`src/rtl/video_ctrl_pkg.sv`:
```
// video_ctrl_pkg: shared encodings, FSM states and defaults for video_proc_ctrl.
`default_nettype none

package video_ctrl_pkg;

  localparam logic [1:0] MODE_RGB  = 2'd0;
  localparam logic [1:0] MODE_GRAY = 2'd1;
  localparam logic [1:0] MODE_BIN  = 2'd2;

  localparam int TH_INIT_DEF = 100;
  localparam int TH_STEP_DEF = 5;

  typedef enum logic [1:0] {
    ST_IDLE   = 2'd0,
    ST_ACCUM  = 2'd1,
    ST_DIVIDE = 2'd2,
    ST_COMMIT = 2'd3
  } state_t;

  function automatic logic [1:0] next_mode(input logic [1:0] m);
    case (m)
      MODE_RGB:  return MODE_GRAY;
      MODE_GRAY: return MODE_BIN;
      default:   return MODE_RGB;
    endcase
  endfunction

endpackage

`default_nettype wire

```
`src/rtl/key_debounce.sv`:
```
// key_debounce: two-flop synchroniser, stability counter and one-cycle press pulse.
`default_nettype none

module key_debounce #(
  parameter int DEBOUNCE_CYC = 500000
) (
  input  logic clk,
  input  logic rst_n,
  input  logic raw,
  output logic press
);

  localparam int CW = $clog2(DEBOUNCE_CYC + 1);

  logic          sync1;
  logic          sync2;
  logic          level;
  logic [CW-1:0] cnt;

  // The counter only runs while the synchronised input disagrees with the
  // debounced level, so DEBOUNCE_CYC consecutive equal samples flip it.
  always_ff @(posedge clk) begin
    if (!rst_n) begin
      sync1 <= 1'b0;
      sync2 <= 1'b0;
      level <= 1'b0;
      cnt   <= '0;
      press <= 1'b0;
    end else begin
      sync1 <= raw;
      sync2 <= sync1;
      press <= 1'b0;
      if (sync2 == level) begin
        cnt <= '0;
      end else if (cnt == CW'(DEBOUNCE_CYC - 1)) begin
        level <= sync2;
        cnt   <= '0;
        press <= sync2;
      end else begin
        cnt <= cnt + 1'b1;
      end
    end
  end

endmodule

`default_nettype wire

```
`src/rtl/video_proc_ctrl.sv`:
```
// video_proc_ctrl: key-driven mode/threshold shadows committed at frame start.
// Define AUTO_TH_EN to add per-frame mean luminance as an automatic threshold.
`default_nettype none

import video_ctrl_pkg::*;

module video_proc_ctrl #(
  parameter int DEBOUNCE_CYC = 500000,
  parameter int TH_INIT      = TH_INIT_DEF,
  parameter int TH_STEP      = TH_STEP_DEF,
  parameter int CNT_W        = 20
) (
  input  logic       clk,
  input  logic       rst_n,
  input  logic [2:0] key,
  input  logic       i_vs,
  input  logic       i_de,
  input  logic [7:0] i_gray,
  output logic [1:0] o_mode,
  output logic [7:0] o_threshold,
  output logic       o_auto,
  output logic       o_update
);

  logic [2:0] press;

  generate
    for (genvar k = 0; k < 3; k++) begin : g_key
      key_debounce #(.DEBOUNCE_CYC(DEBOUNCE_CYC)) u_db (
        .clk   (clk),
        .rst_n (rst_n),
        .raw   (key[k]),
        .press (press[k])
      );
    end
  endgenerate

  logic [1:0] sh_mode;
  logic [7:0] sh_th;
  logic [8:0] th_up;
  logic [8:0] th_dn;
  logic       sh_auto;
  logic       vs_d;
  logic       vs_rise;
  state_t     state;
  state_t     state_nxt;
  logic [7:0] th_commit;
  logic       upd;

  assign th_up   = {1'b0, sh_th} + 9'(TH_STEP);
  assign th_dn   = {1'b0, sh_th} - 9'(TH_STEP);
  assign vs_rise = i_vs & ~vs_d;

  always_ff @(posedge clk) begin
    if (!rst_n) begin
      sh_mode <= MODE_RGB;
      sh_th   <= 8'(TH_INIT);
      vs_d    <= 1'b0;
      state   <= ST_IDLE;
    end else begin
      vs_d  <= i_vs;
      state <= state_nxt;
      if (press[0]) sh_mode <= next_mode(sh_mode);
      // bit 8 of the sum/difference flags overflow or borrow
      if (press[1] && !press[2])      sh_th <= th_up[8] ? 8'hFF : th_up[7:0];
      else if (press[2] && !press[1]) sh_th <= th_dn[8] ? 8'h00 : th_dn[7:0];
    end
  end

`ifdef AUTO_TH_EN
  logic [CNT_W+7:0] sum;
  logic [CNT_W+7:0] rem;
  logic [CNT_W+7:0] dvs;
  logic [CNT_W-1:0] cnt;
  logic [7:0]       quot;
  logic [2:0]       div_cnt;
  logic             mean_ok;
  logic             auto_q;

  assign o_auto = auto_q;

  always_ff @(posedge clk) begin
    if (!rst_n) begin
      sh_auto <= 1'b0;
      sum     <= '0;
      rem     <= '0;
      dvs     <= '0;
      cnt     <= '0;
      quot    <= '0;
      div_cnt <= '0;
      mean_ok <= 1'b0;
    end else begin
      if (press[1] && press[2]) sh_auto <= ~sh_auto;
      case (state)
        ST_ACCUM: begin
          if (vs_rise) begin
            rem     <= sum;
            dvs     <= {1'b0, cnt, 7'b0};
            mean_ok <= (cnt != '0);
            div_cnt <= '0;
            sum     <= '0;
            cnt     <= '0;
          end else if (i_de) begin
            sum <= sum + (CNT_W+8)'(i_gray);
            if (cnt != '1) cnt <= cnt + 1'b1;
          end
        end
        // restoring divide, one quotient bit per cycle, MSB first
        ST_DIVIDE: begin
          if (rem >= dvs) begin
            rem  <= rem - dvs;
            quot <= {quot[6:0], 1'b1};
          end else begin
            quot <= {quot[6:0], 1'b0};
          end
          dvs     <= dvs >> 1;
          div_cnt <= div_cnt + 1'b1;
        end
        default: ;
      endcase
    end
  end
`else
  logic unused_in;

  assign sh_auto   = 1'b0;
  assign o_auto    = 1'b0;
  assign unused_in = ^{i_de, i_gray};
`endif

  always_comb begin
    state_nxt = state;
    th_commit = sh_th;
    upd       = 1'b0;
    case (state)
      ST_IDLE:   if (vs_rise) state_nxt = ST_ACCUM;
`ifdef AUTO_TH_EN
      ST_ACCUM:  if (vs_rise) state_nxt = ST_DIVIDE;
      ST_DIVIDE: if (div_cnt == 3'd7) state_nxt = ST_COMMIT;
`else
      ST_ACCUM:  if (vs_rise) state_nxt = ST_COMMIT;
      ST_DIVIDE: state_nxt = ST_COMMIT;
`endif
      ST_COMMIT: state_nxt = ST_ACCUM;
      default:   state_nxt = ST_IDLE;
    endcase
`ifdef AUTO_TH_EN
    if (auto_q) th_commit = mean_ok ? quot : o_threshold;
`endif
    upd = (sh_mode != o_mode) || (th_commit != o_threshold) || (sh_auto != o_auto);
  end

  always_ff @(posedge clk) begin
    if (!rst_n) begin
      o_mode      <= MODE_RGB;
      o_threshold <= 8'(TH_INIT);
      o_update    <= 1'b0;
`ifdef AUTO_TH_EN
      auto_q      <= 1'b0;
`endif
    end else begin
      o_update <= 1'b0;
      if (state == ST_COMMIT) begin
        o_mode      <= sh_mode;
        o_threshold <= th_commit;
        o_update    <= upd;
`ifdef AUTO_TH_EN
        auto_q      <= sh_auto;
`endif
      end
    end
  end

endmodule

`default_nettype wire

```
`config.mk`:
```
export PLATFORM = sky130hd
export DESIGN_NAME = video_proc_ctrl
export DESIGN_NICKNAME = d
export VERILOG_FILES = /design/src/rtl/video_ctrl_pkg.sv /design/src/rtl/key_debounce.sv /design/src/rtl/video_proc_ctrl.sv
export SDC_FILE = /design/constraint.sdc
export NUM_CORES = 1
export LEC_CHECK = 0
export BUFFER_PORTS_ARGS = -buffer_cell sky130_fd_sc_hd__buf_4
export CORE_MARGIN = 3
export CORE_UTILIZATION = 46
export DETAILED_ROUTE_END_ITERATION = 8
export PLACE_DENSITY = 0.65
export RECOVER_POWER = 50
export SLEW_MARGIN = 20
export SYNTH_ARGS = -nofsm -noshare
export SYNTH_HDL_FRONTEND = slang
export SYNTH_HIERARCHICAL = 1
export SYNTH_SLANG_ARGS = --single-unit
```
`constraint.sdc`:
```
create_clock -name clk -period 3.22 [get_ports clk]
set_input_delay 0.322 -clock clk [delete_from_list [all_inputs] [get_ports clk]]
set_output_delay 0.322 -clock clk [all_outputs]
set_load 0.005 [all_outputs]
```
Word level (Yosys, flattened, before mapping)
Index checks and enable logic that the tools add are counted.
Widths: inputs -> output; s select.
{ "word_totals": {"output_inout_bits": 12, "wordCells": 77, "regBits": 93, "inputBits": 15} }
{ "classes": {"eq_ne": 14, "muxes": 8, "n_reduce_logical": 19, "n_bitwise": 9, "add_sub_neg": 5} }
{ "op_table": {"columns": ["op", "n"], "rows": [
  ["$add 19x1->19 const B", 3],
  ["$eq 19x19->1 const B", 3],
  ["$mux 8", 4],
  ["$reduce_or 3->1", 6],
  ["$reduce_and 2->1", 5],
  ["$add 8x3->9 const B", 1],
  ["$sub 8x3->9 const B", 1],
  ["$ne 8x8->1", 1],
  ["$not 1->1", 8],
  ["$pmux 2 s4", 1],
  ["$eq 2x1->1 const B", 2],
  ["$eq 2x2->1 const B", 2],
  ["$logic_not 2->1", 2],
  ["$mux 2", 2],
  ["$ne 2x2->1 const B", 2],
  ["$pmux 2 s2", 1],
  ["$eq 1x1->1", 3],
  ["$logic_and 1x1->1", 2],
  ["$logic_not 1->1", 2],
  ["$ne 2x2->1", 1],
  ["$reduce_bool 2->1", 1],
  ["$and 1x1->1", 1],
  ["$logic_or 1x1->1", 1]
]} }

Depth between registers and ports, before layout
Gate-level depths: netlist (run 1).
{ "depth": {"word_depth": 4, "mapped_depth": 7, "ltp_nobuf": 6} }

By module
The synthesis (run 1) kept the hierarchy.
{ "modules_own_cells": {"columns": ["module", "seq_area_each_um2", "cells_each", "area_per_inst_um2", "n_inst"], "rows": [
  ["key_debounce", 460.4, 117, 1047.3, 3],
  ["video_proc_ctrl", 480.5, 174, 1447.6, 1]
]} }

Least setup slack after synthesis (run 1)
No wires, ideal clock.
{ "synth_timing": {"path_type": "register -> register", "from": "register sh_th[0]", "to": "register sh_th[3]", "arrival_ps": 1811, "setup_ps": 76, "required_ps": 3144, "path_stages_with_launch": 8, "setup_slack_ps": 1334, "path_buffers": 1, "period_less_slack_ps": 1886, "path_cell_list": "dfxtp_1 clkbuf_1 inv_1 ha_1 nor2b_1 o31ai_4 or4_1 a31oi_1"} }
{ "synth_via": {"elab_chain_len": 4, "elab_cells_between_ends": 6, "classes_between": "add/sub (2); mux (4)"} }
{ "synth_lines": {"columns": ["item", "line_no", "source"], "rows": [
  ["start: declaration", "video_proc_ctrl.sv:39", "logic [7:0] sh_th;"],
  ["start signal: assignment", "video_proc_ctrl.sv:57", "sh_th <= 8'(TH_INIT);"],
  ["start signal: assignment", "video_proc_ctrl.sv:65", "if (press[1] && !press[2]) sh_th <= th_up[8] ? 8'hFF : th_up[7:0];"],
  ["start signal: assignment", "video_proc_ctrl.sv:66", "else if (press[2] && !press[1]) sh_th <= th_dn[8] ? 8'h00 : th_dn[7:0];"],
  ["$sub 8x3->9", "video_proc_ctrl.sv:51", "assign th_dn = {1'b0, sh_th} - 9'(TH_STEP);"],
  ["$mux 8 (2 in series)", "video_proc_ctrl.sv:66", null],
  ["$mux 8 *", "video_proc_ctrl.sv:65", null]
]} }
Every way passes the cells marked *; elsewhere a longest branch is shown, timed or not. The select of a mux whose other input is x is not followed.
A chain may end at the register's enable or synchronous reset.

Final worst setup path (run 1)
{ "layout_timing": {"from": "register g_key[2].u_db.cnt[0]", "to": "register g_key[2].u_db.cnt[10]"} }
{ "layout_via": {"elab_chain_len": 2, "elab_cells_between_ends": 3, "classes_between": "add/sub (1); eq/ne (1); reduce/logical (1)"} }
{ "layout_lines": {"columns": ["item", "line_no", "source"], "rows": [
  ["start: declaration", "key_debounce.sv:18", "logic [CW-1:0] cnt;"],
  ["start signal: assignment", "key_debounce.sv:40", "cnt <= cnt + 1'b1;"],
  ["branches (longest 2 deep; another with $add 19x1->19)", null, null]
]} }
Parallel ways; which one is timed is not known.

==> results of run 1 <==
critical path, delay by kind of cell, from the launching register on:
| kind | cells | cell delay (ns) |
|---|---|---|
| AOI/OAI and AO/OA | 1 | 0.97 |
| and+or+nand+nor | 3 | 0.68 |
| adders and majority gates | 1 | 0.25 |
| DFF | 1 | 0.40 |
metal layers:
metal  vias to the layer above  track usage  share of wire
met3                         6       0.0380          0.030
met4                         0       0.0490         0.0054
met2                        53        0.271           0.48
li1                       1881            -              -
met5                         -            0              0
met1                      1696        0.209           0.48
sequential cells by signal, indices dropped and copies added, names as in the netlist:
| register | flops |
|---|---|
| vs_d | 1 |
| g_key.u_db/level | 3 |
| sh_mode | 2 |
| o_threshold | 8 |
| sh_th | 8 |
| g_key.u_db/cnt | 57 |
| g_key.u_db/sync1 | 3 |
| state | 2 |
| o_update | 1 |
| o_mode | 2 |
| g_key.u_db/sync2 | 3 |
| g_key.u_db/press | 3 |
power by group through the flow:
stage / clock [mW] / combinational (mW) / sequential, mW
after global routing: 0.770 / 0.0566 / 1.17
final: 0.709 / 0.0494 / 1.16
after detailed placement: 0 / 0.0514 / 1.19
after CTS: 0.746 / 0.0514 / 1.16
after floorplan: 0 / 0.0381 / 1.19
after global placement: 0 / 0.0499 / 1.19
stage by stage:
stage,instances,util
5_1_grt,662,0.514
3_3_place_gp,646,0.500
3_5_place_dp,646,0.500
4_1_cts,662,0.519
6_report,662,0.514
2_1_floorplan,525,-
final cells by class:
| class | instances | share of cell area |
|---|---|---|
| Inverter | 12 | 0.00927 |
| Clock buffer | 12 | 0.0299 |
| Clock inverter | 4 | 0.00669 |
| Tap cell | 129 | 0.0332 |
| Sequential cell | 93 | 0.383 |
| Timing Repair Buffer | 16 | 0.0232 |
| Multi-Input combinational cell | 396 | 0.515 |
cells in the final DEF, fill, tap and decap left out, types with 9 or more instances in the layout:
cell,synthesis,layout
nor3_1,16,16
nor4_1,17,17
nand4_1,20,23
a21oi_1,24,24
or4_1,10,10
mux2i_1,15,15
xor2_1,26,26
clkbuf_8,0,10
dfxtp_1,93,93
nand2_1,38,38
and2_1,15,13
nand3_1,27,27
inv_1,11,11
nor2_1,68,68
o21ai_0,9,9
clkbuf_4,0,10
ha_1,9,9
xnor2_1,26,26
how the worst min path moves through the flow:
stage                     slack [ns]                      startpoint  cells after the start                             end
after floorplan                 0.41  g_key[0].u_db/sync1$_SDFF_PN0_                      1  g_key[0].u_db/sync2$_SDFF_PN0_
after detailed placement        0.43  g_key[1].u_db/sync1$_SDFF_PN0_                      1  g_key[1].u_db/sync2$_SDFF_PN0_
after global placement          0.42  g_key[1].u_db/sync1$_SDFF_PN0_                      1  g_key[1].u_db/sync2$_SDFF_PN0_
after global routing            0.15                          key[2]                      2  g_key[2].u_db/sync1$_SDFF_PN0_
final                           0.17                          key[2]                      2  g_key[2].u_db/sync1$_SDFF_PN0_
after CTS                       0.14                          key[2]                      2  g_key[2].u_db/sync1$_SDFF_PN0_
synth_stat cells (4+ instances only):
| master | instances |
|---|---|
| dfxtp_1 | 93 |
| nor2_1 | 68 |
| nand2_1 | 38 |
| nand3_1 | 27 |
| xnor2_1 | 26 |
| xor2_1 | 26 |
| a21oi_1 | 24 |
| nand4_1 | 20 |
| nor4_1 | 17 |
| nor3_1 | 16 |
| and2_1 | 15 |
| mux2i_1 | 15 |
| clkbuf_1 | 12 |
| inv_1 | 11 |
| or4_1 | 10 |
| ha_1 | 9 |
| o21ai_0 | 9 |
| or3_1 | 8 |
| and4_1 | 7 |
| a31oi_1 | 5 |
| nand3b_1 | 5 |
| and3_1 | 4 |
| buf_4 | 4 |
| buf_6 | 4 |
| nor2b_1 | 4 |
| o31ai_1 | 4 |
| o31ai_4 | 4 |
cell families after synthesis:
logic type	Yosys count	synth area share
AND/OR/NAND/NOR	256	0.300
flip-flops	93	0.406
AO/OA/AOI/OAI	63	0.0968
XOR/XNOR	52	0.0992
buffers and inverters	36	0.0401
multiplexers	15	0.0327
adder cells (fa/ha/maj)	9	0.0245
other	1	0.000817
==> results.md, run 1 <==
* Outcome: complete, no violations
* Drt total wl at 8.70 mm
* Sequential Area at 1860 µm²
* Total power at 1.92 mW
* Kind of critical path: flip-flop to flip-flop
* Port bufs at 16
* Post-CTS Setup Bufs at 0
* Worst Setup EP: g_key[2].u_db/cnt[10]$_SDFF_PP0_
* Vias after detailed routing at 3636
* Post-cts sizing count at 0
* Hold buffer count at cts at 0
* CTS tree: built
* Cell Area, Synth at 4590 µm²
* R2r startpoint: g_key[2].u_db/cnt[0]$_SDFF_PP0_
* Pint at 1.49 mW
* Synth Flop Type: dfxtp_1
* Pre-CTS setup slack at 1.15 ns
* Chip Width at 106 µm
* Final net count at 552
* Diode count at 0
* Clock Skews at 0.0147 ns
* Fin. Hold Viols at 0
* Clock root buffer: clkbuf_8
* Reg-to-reg endpoint: g_key[2].u_db/cnt[10]$_SDFF_PP0_
* Max-slew violations at 0
* Fin Setup TNS at 0 ns
* Post-synthesis cell type count at 49
* Crit path largest cell delay at 0.97 ns
* Worst path slowest cell: o31ai_2
* Crit-path cells: ha_1 -> nand4_1 -> or2_0 -> o31ai_2 -> nor2_1
* H-tree depth at 3
* Core Area at 9460 µm²
* Cells after synthesis at 525
* Die height at 106 µm
* DP HPWL at 6.14 mm
* Post-route ant nets at 0
* Wire length of the first global-routing pass at 15.3 mm
* Share of power burned in registers at 0.606
* Layout area overhead at 5.92%
* Initial antenna violation count at 0
* R2R depth at 5
* Area taken by multi-input logic gates at 2500 µm²
* Filler Cell Count at 925
* Num CTS Buffers at 9
* Period utilization at 0.764
* Max Root-Sink Buffers at 2
* Vias in the first global route at 3471
* Worst-margin pin slew at 1.22 ns
* Max VDD drop at 0.194 mV
* Post-synthesis area per instance at 8.74 µm²
* Dominant cell type by area after synthesis: dfxtp_1
* Max-Cap Viols at 0
* GR Util All Layers at 0.163
* GRT overflow at 0
* Share of Yosys cell area claimed by the top area cell type at 0.406
* Worst hold slack at 0.174 ns
* Initial Utilization at 0.485
* Hold crit path type: input port to flip-flop
* CP arrival at 2.65 ns
* Num rows at 35
* Mapped Nets at 549
* Tmin final at 2.46 ns
* Setup crit start: g_key[2].u_db/cnt[0]$_SDFF_PP0_
* Sw frac at 0.227
* Worst skew pair latency at 0.36 ns
* Rel. slew slack at 0.179
* EDFF count, synth at 0
* Synth warnings at 6
* Avg WL per Cell at 13.1 µm
* Final setup margin at 0.761 ns
* Synth area leaders: dfxtp_1 (41%), nor2_1 (5.6%), xnor2_1 (5.0%), xor2_1 (5.0%), mux2i_1 (3.3%)
* Setup violators final at 0
* Asr flop ratio synth at 0
* Net Switching at 437 µW
* Vias per Instance at 5.49
* Layout cells sized above 1 at 0.0694
* Power share of the combinational group at 0.026
* Post-DP Area at 4730 µm²
* F_max at 0.407 GHz
* Die footprint at 11200 µm²
* Critical Path End Type: flip-flop
* Register-to-register setup slack at 0.76 ns
* Crit path max fanout at 18
* Clk slew on worst S/H paths at 0.09 ns
* IO Pins at 27
* Critical path launch point type: flip-flop
* Static Leak at 1.49 nW
* Drt pass-1 iters at 4
* RSZ-0062 raised after global routing: no
* CTS Sinks at 93
* Pwr dens at 395 nW/µm²
* Synthesis-stage register bit count at 93
* Post-synthesis sequential area ratio at 0.406
* GPL Wtd Cong at 0.832
* CP required at 3.41 ns
* Largest net degree at the start of global routing at 25
* Power share of the clock group at 0.369
* DRC at 0
* Drt first-iter violations at 133
* Cell area after layout at 4860 µm²
No activity file was read; power rests on OpenSTA's default activity.
==> inputs of run 2 (changes only) <==
clock period = 2.5 ns   (was 3.22 ns; I/O delays follow)
==> results.md, run 2 (synthesized netlist as in run 1, its figures left out) <==
* Final net count at 557
* Worst skew pair latency at 0.35 ns
* Core Area at 9460 µm²
* Setup violators final at 0
* Power share of the clock group at 0.382
* RSZ-0062 raised after global routing: no
* Clock root buffer: clkbuf_8
* Area taken by multi-input logic gates at 2520 µm²
* Num rows at 35
* Num CTS Buffers at 9
* H-tree depth at 3
* Total power at 2.53 mW
* Final setup margin at 0.399 ns
* Post-route ant nets at 0
* Worst-margin pin slew at 0.983 ns
* Port bufs at 16
* Post-CTS Setup Bufs at 0
* Setup crit start: sh_th[0]$_SDFFE_PN0P_
* Fin Setup TNS at 0 ns
* Crit-path cells: inv_1 -> ha_1 -> nor2b_1 -> o31ai_1 -> or4_1 -> a31oi_1
* Max Root-Sink Buffers at 2
* Critical Path End Type: flip-flop
* Wire length of the first global-routing pass at 15.8 mm
* Die footprint at 11200 µm²
* Max FFs per register at 57
* Hold buffer count at cts at 0
* Worst hold path startpoint: key[0]
* Clk slew on worst S/H paths at 0.09 ns
* Sw frac at 0.210
* Vias after detailed routing at 3629
* Chip Width at 106 µm
* R2r startpoint: sh_th[0]$_SDFFE_PN0P_
* Crit path max fanout at 10
* Vias per Instance at 5.46
* Hold crit path type: input port to flip-flop
* Pre-CTS setup slack at 0.448 ns
* GRT overflow at 0
* DRC at 0
* Drt total wl at 8.61 mm
* Layout cells sized above 1 at 0.0728
* Clock Skews at 0.00862 ns
* Most frequent cells in the layout: dfxtp_1 (93), nor2_1 (68), nand2_1 (38)
* CP arrival at 2.38 ns
* Period utilization at 0.840
* Sequential Area at 1860 µm²
* Share of power burned in registers at 0.592
* Max-Cap Viols at 0
* Layout area overhead at 7.09%
* Rel. slew slack at 0.345
* Drt first-iter violations at 138
* Filler Cell Count at 948
* Biggest regs: g_key.u_db/cnt: 57 flops, o_threshold: 8 flops, sh_th: 8 flops
* Vias in the first global route at 3526
* Top reg by flops: g_key.u_db/cnt
* Pint at 2.00 mW
* Fin. Hold Viols at 0
* GPL Wtd Cong at 0.857
* IO Pins at 27
* Pwr dens at 515 nW/µm²
* Avg WL per Cell at 12.9 µm
* Max VDD drop at 0.280 mV
* Drt pass-1 iters at 4
* Kind of critical path: flip-flop to flip-flop
* GR Util All Layers at 0.167
* Initial antenna violation count at 0
* Commonest non-fill, non-tap cell in the layout: dfxtp_1
* Register-to-register setup slack at 0.40 ns
* Largest net degree at the start of global routing at 25
* Crit path max-delay family: simple AND/OR/NAND/NOR gates
* DP HPWL at 6.17 mm
* Worst path slowest cell: dfxtp_1
* Diode count at 0
* F_max at 0.476 GHz
* CTS Sinks at 93
* Die height at 106 µm
* Crit path buf inv count at 1
* Crit path largest cell delay at 0.52 ns
* CP required at 2.77 ns
* Outcome: complete, no violations
* CTS tree: built
* Critical path launch point type: flip-flop
* Post-cts sizing count at 0
* Power share of the combinational group at 0.026
* Initial Utilization at 0.485
* Max-slew violations at 0
* Net Switching at 531 µW
* Static Leak at 1.53 nW
* Tmin final at 2.10 ns
run 2: cell type report:
type / instances / area share
clock buffers: 11 / 0.0288
clock inverters: 3 / 0.00942
inverters: 12 / 0.00916
multi-input cells: 396 / 0.513
flip-flops and latches: 93 / 0.379
well taps: 129 / 0.0328
repair buffers: 21 / 0.0275
run 2: path summary, 6_finish.rpt:
kind                                    endpoint  cells past startpoint
hold / removal    g_key[0].u_db/sync1$_SDFF_PN0_                      2
setup reg to reg           sh_th[3]$_SDFFE_PN0P_                      6
setup / recovery           sh_th[3]$_SDFFE_PN0P_                      6
hold reg to reg   g_key[1].u_db/sync2$_SDFF_PN0_                      1
run 2: metrics by stage:
| step | utilization | cell area [µm²] | std cells | hold slack, ns |
|---|---|---|---|---|
| 3_3_place_gp | 0.504 | 4770 | 651 | 0.415 |
| 2_1_floorplan | - | 4590 | 525 | 0.372 |
| 4_1_cts | 0.524 | 4960 | 665 | 0.0796 |
| 3_5_place_dp | 0.504 | 4770 | 651 | 0.425 |
| 6_report | 0.520 | 4910 | 665 | 0.108 |
| 5_1_grt | 0.520 | 4910 | 665 | 0.0926 |
run 2: worst reg2reg max path: cells and delay by family, from the launching register on:
kind	cells	cell delay [ns]
and+or+nand+nor	2	0.81
DFF	1	0.52
AOI/OAI and AO/OA	2	0.36
adders and majority gates	1	0.25
buffers and inverters	1	0.10
run 2: metal layers:
metal	part of all wire	global-route usage	up-vias	routed length [µm]
li1	-	-	1888	-
met1	0.50	0.220	1692	4290
met2	0.47	0.275	39	4040
met3	0.025	0.0331	10	211
met4	0.0084	0.0537	0	72
met5	0	0	-	0
run 2: power groups by stage:
stage | Combinational [mW] | Sequential (mW) | Clock [mW]
global placement | 0.0677 | 1.53 | 0
detailed placement | 0.0696 | 1.53 | 0
finish | 0.0658 | 1.50 | 0.968
CTS | 0.0696 | 1.50 | 1.02
floorplan | 0.0490 | 1.53 | 0
global route | 0.0748 | 1.50 | 1.08
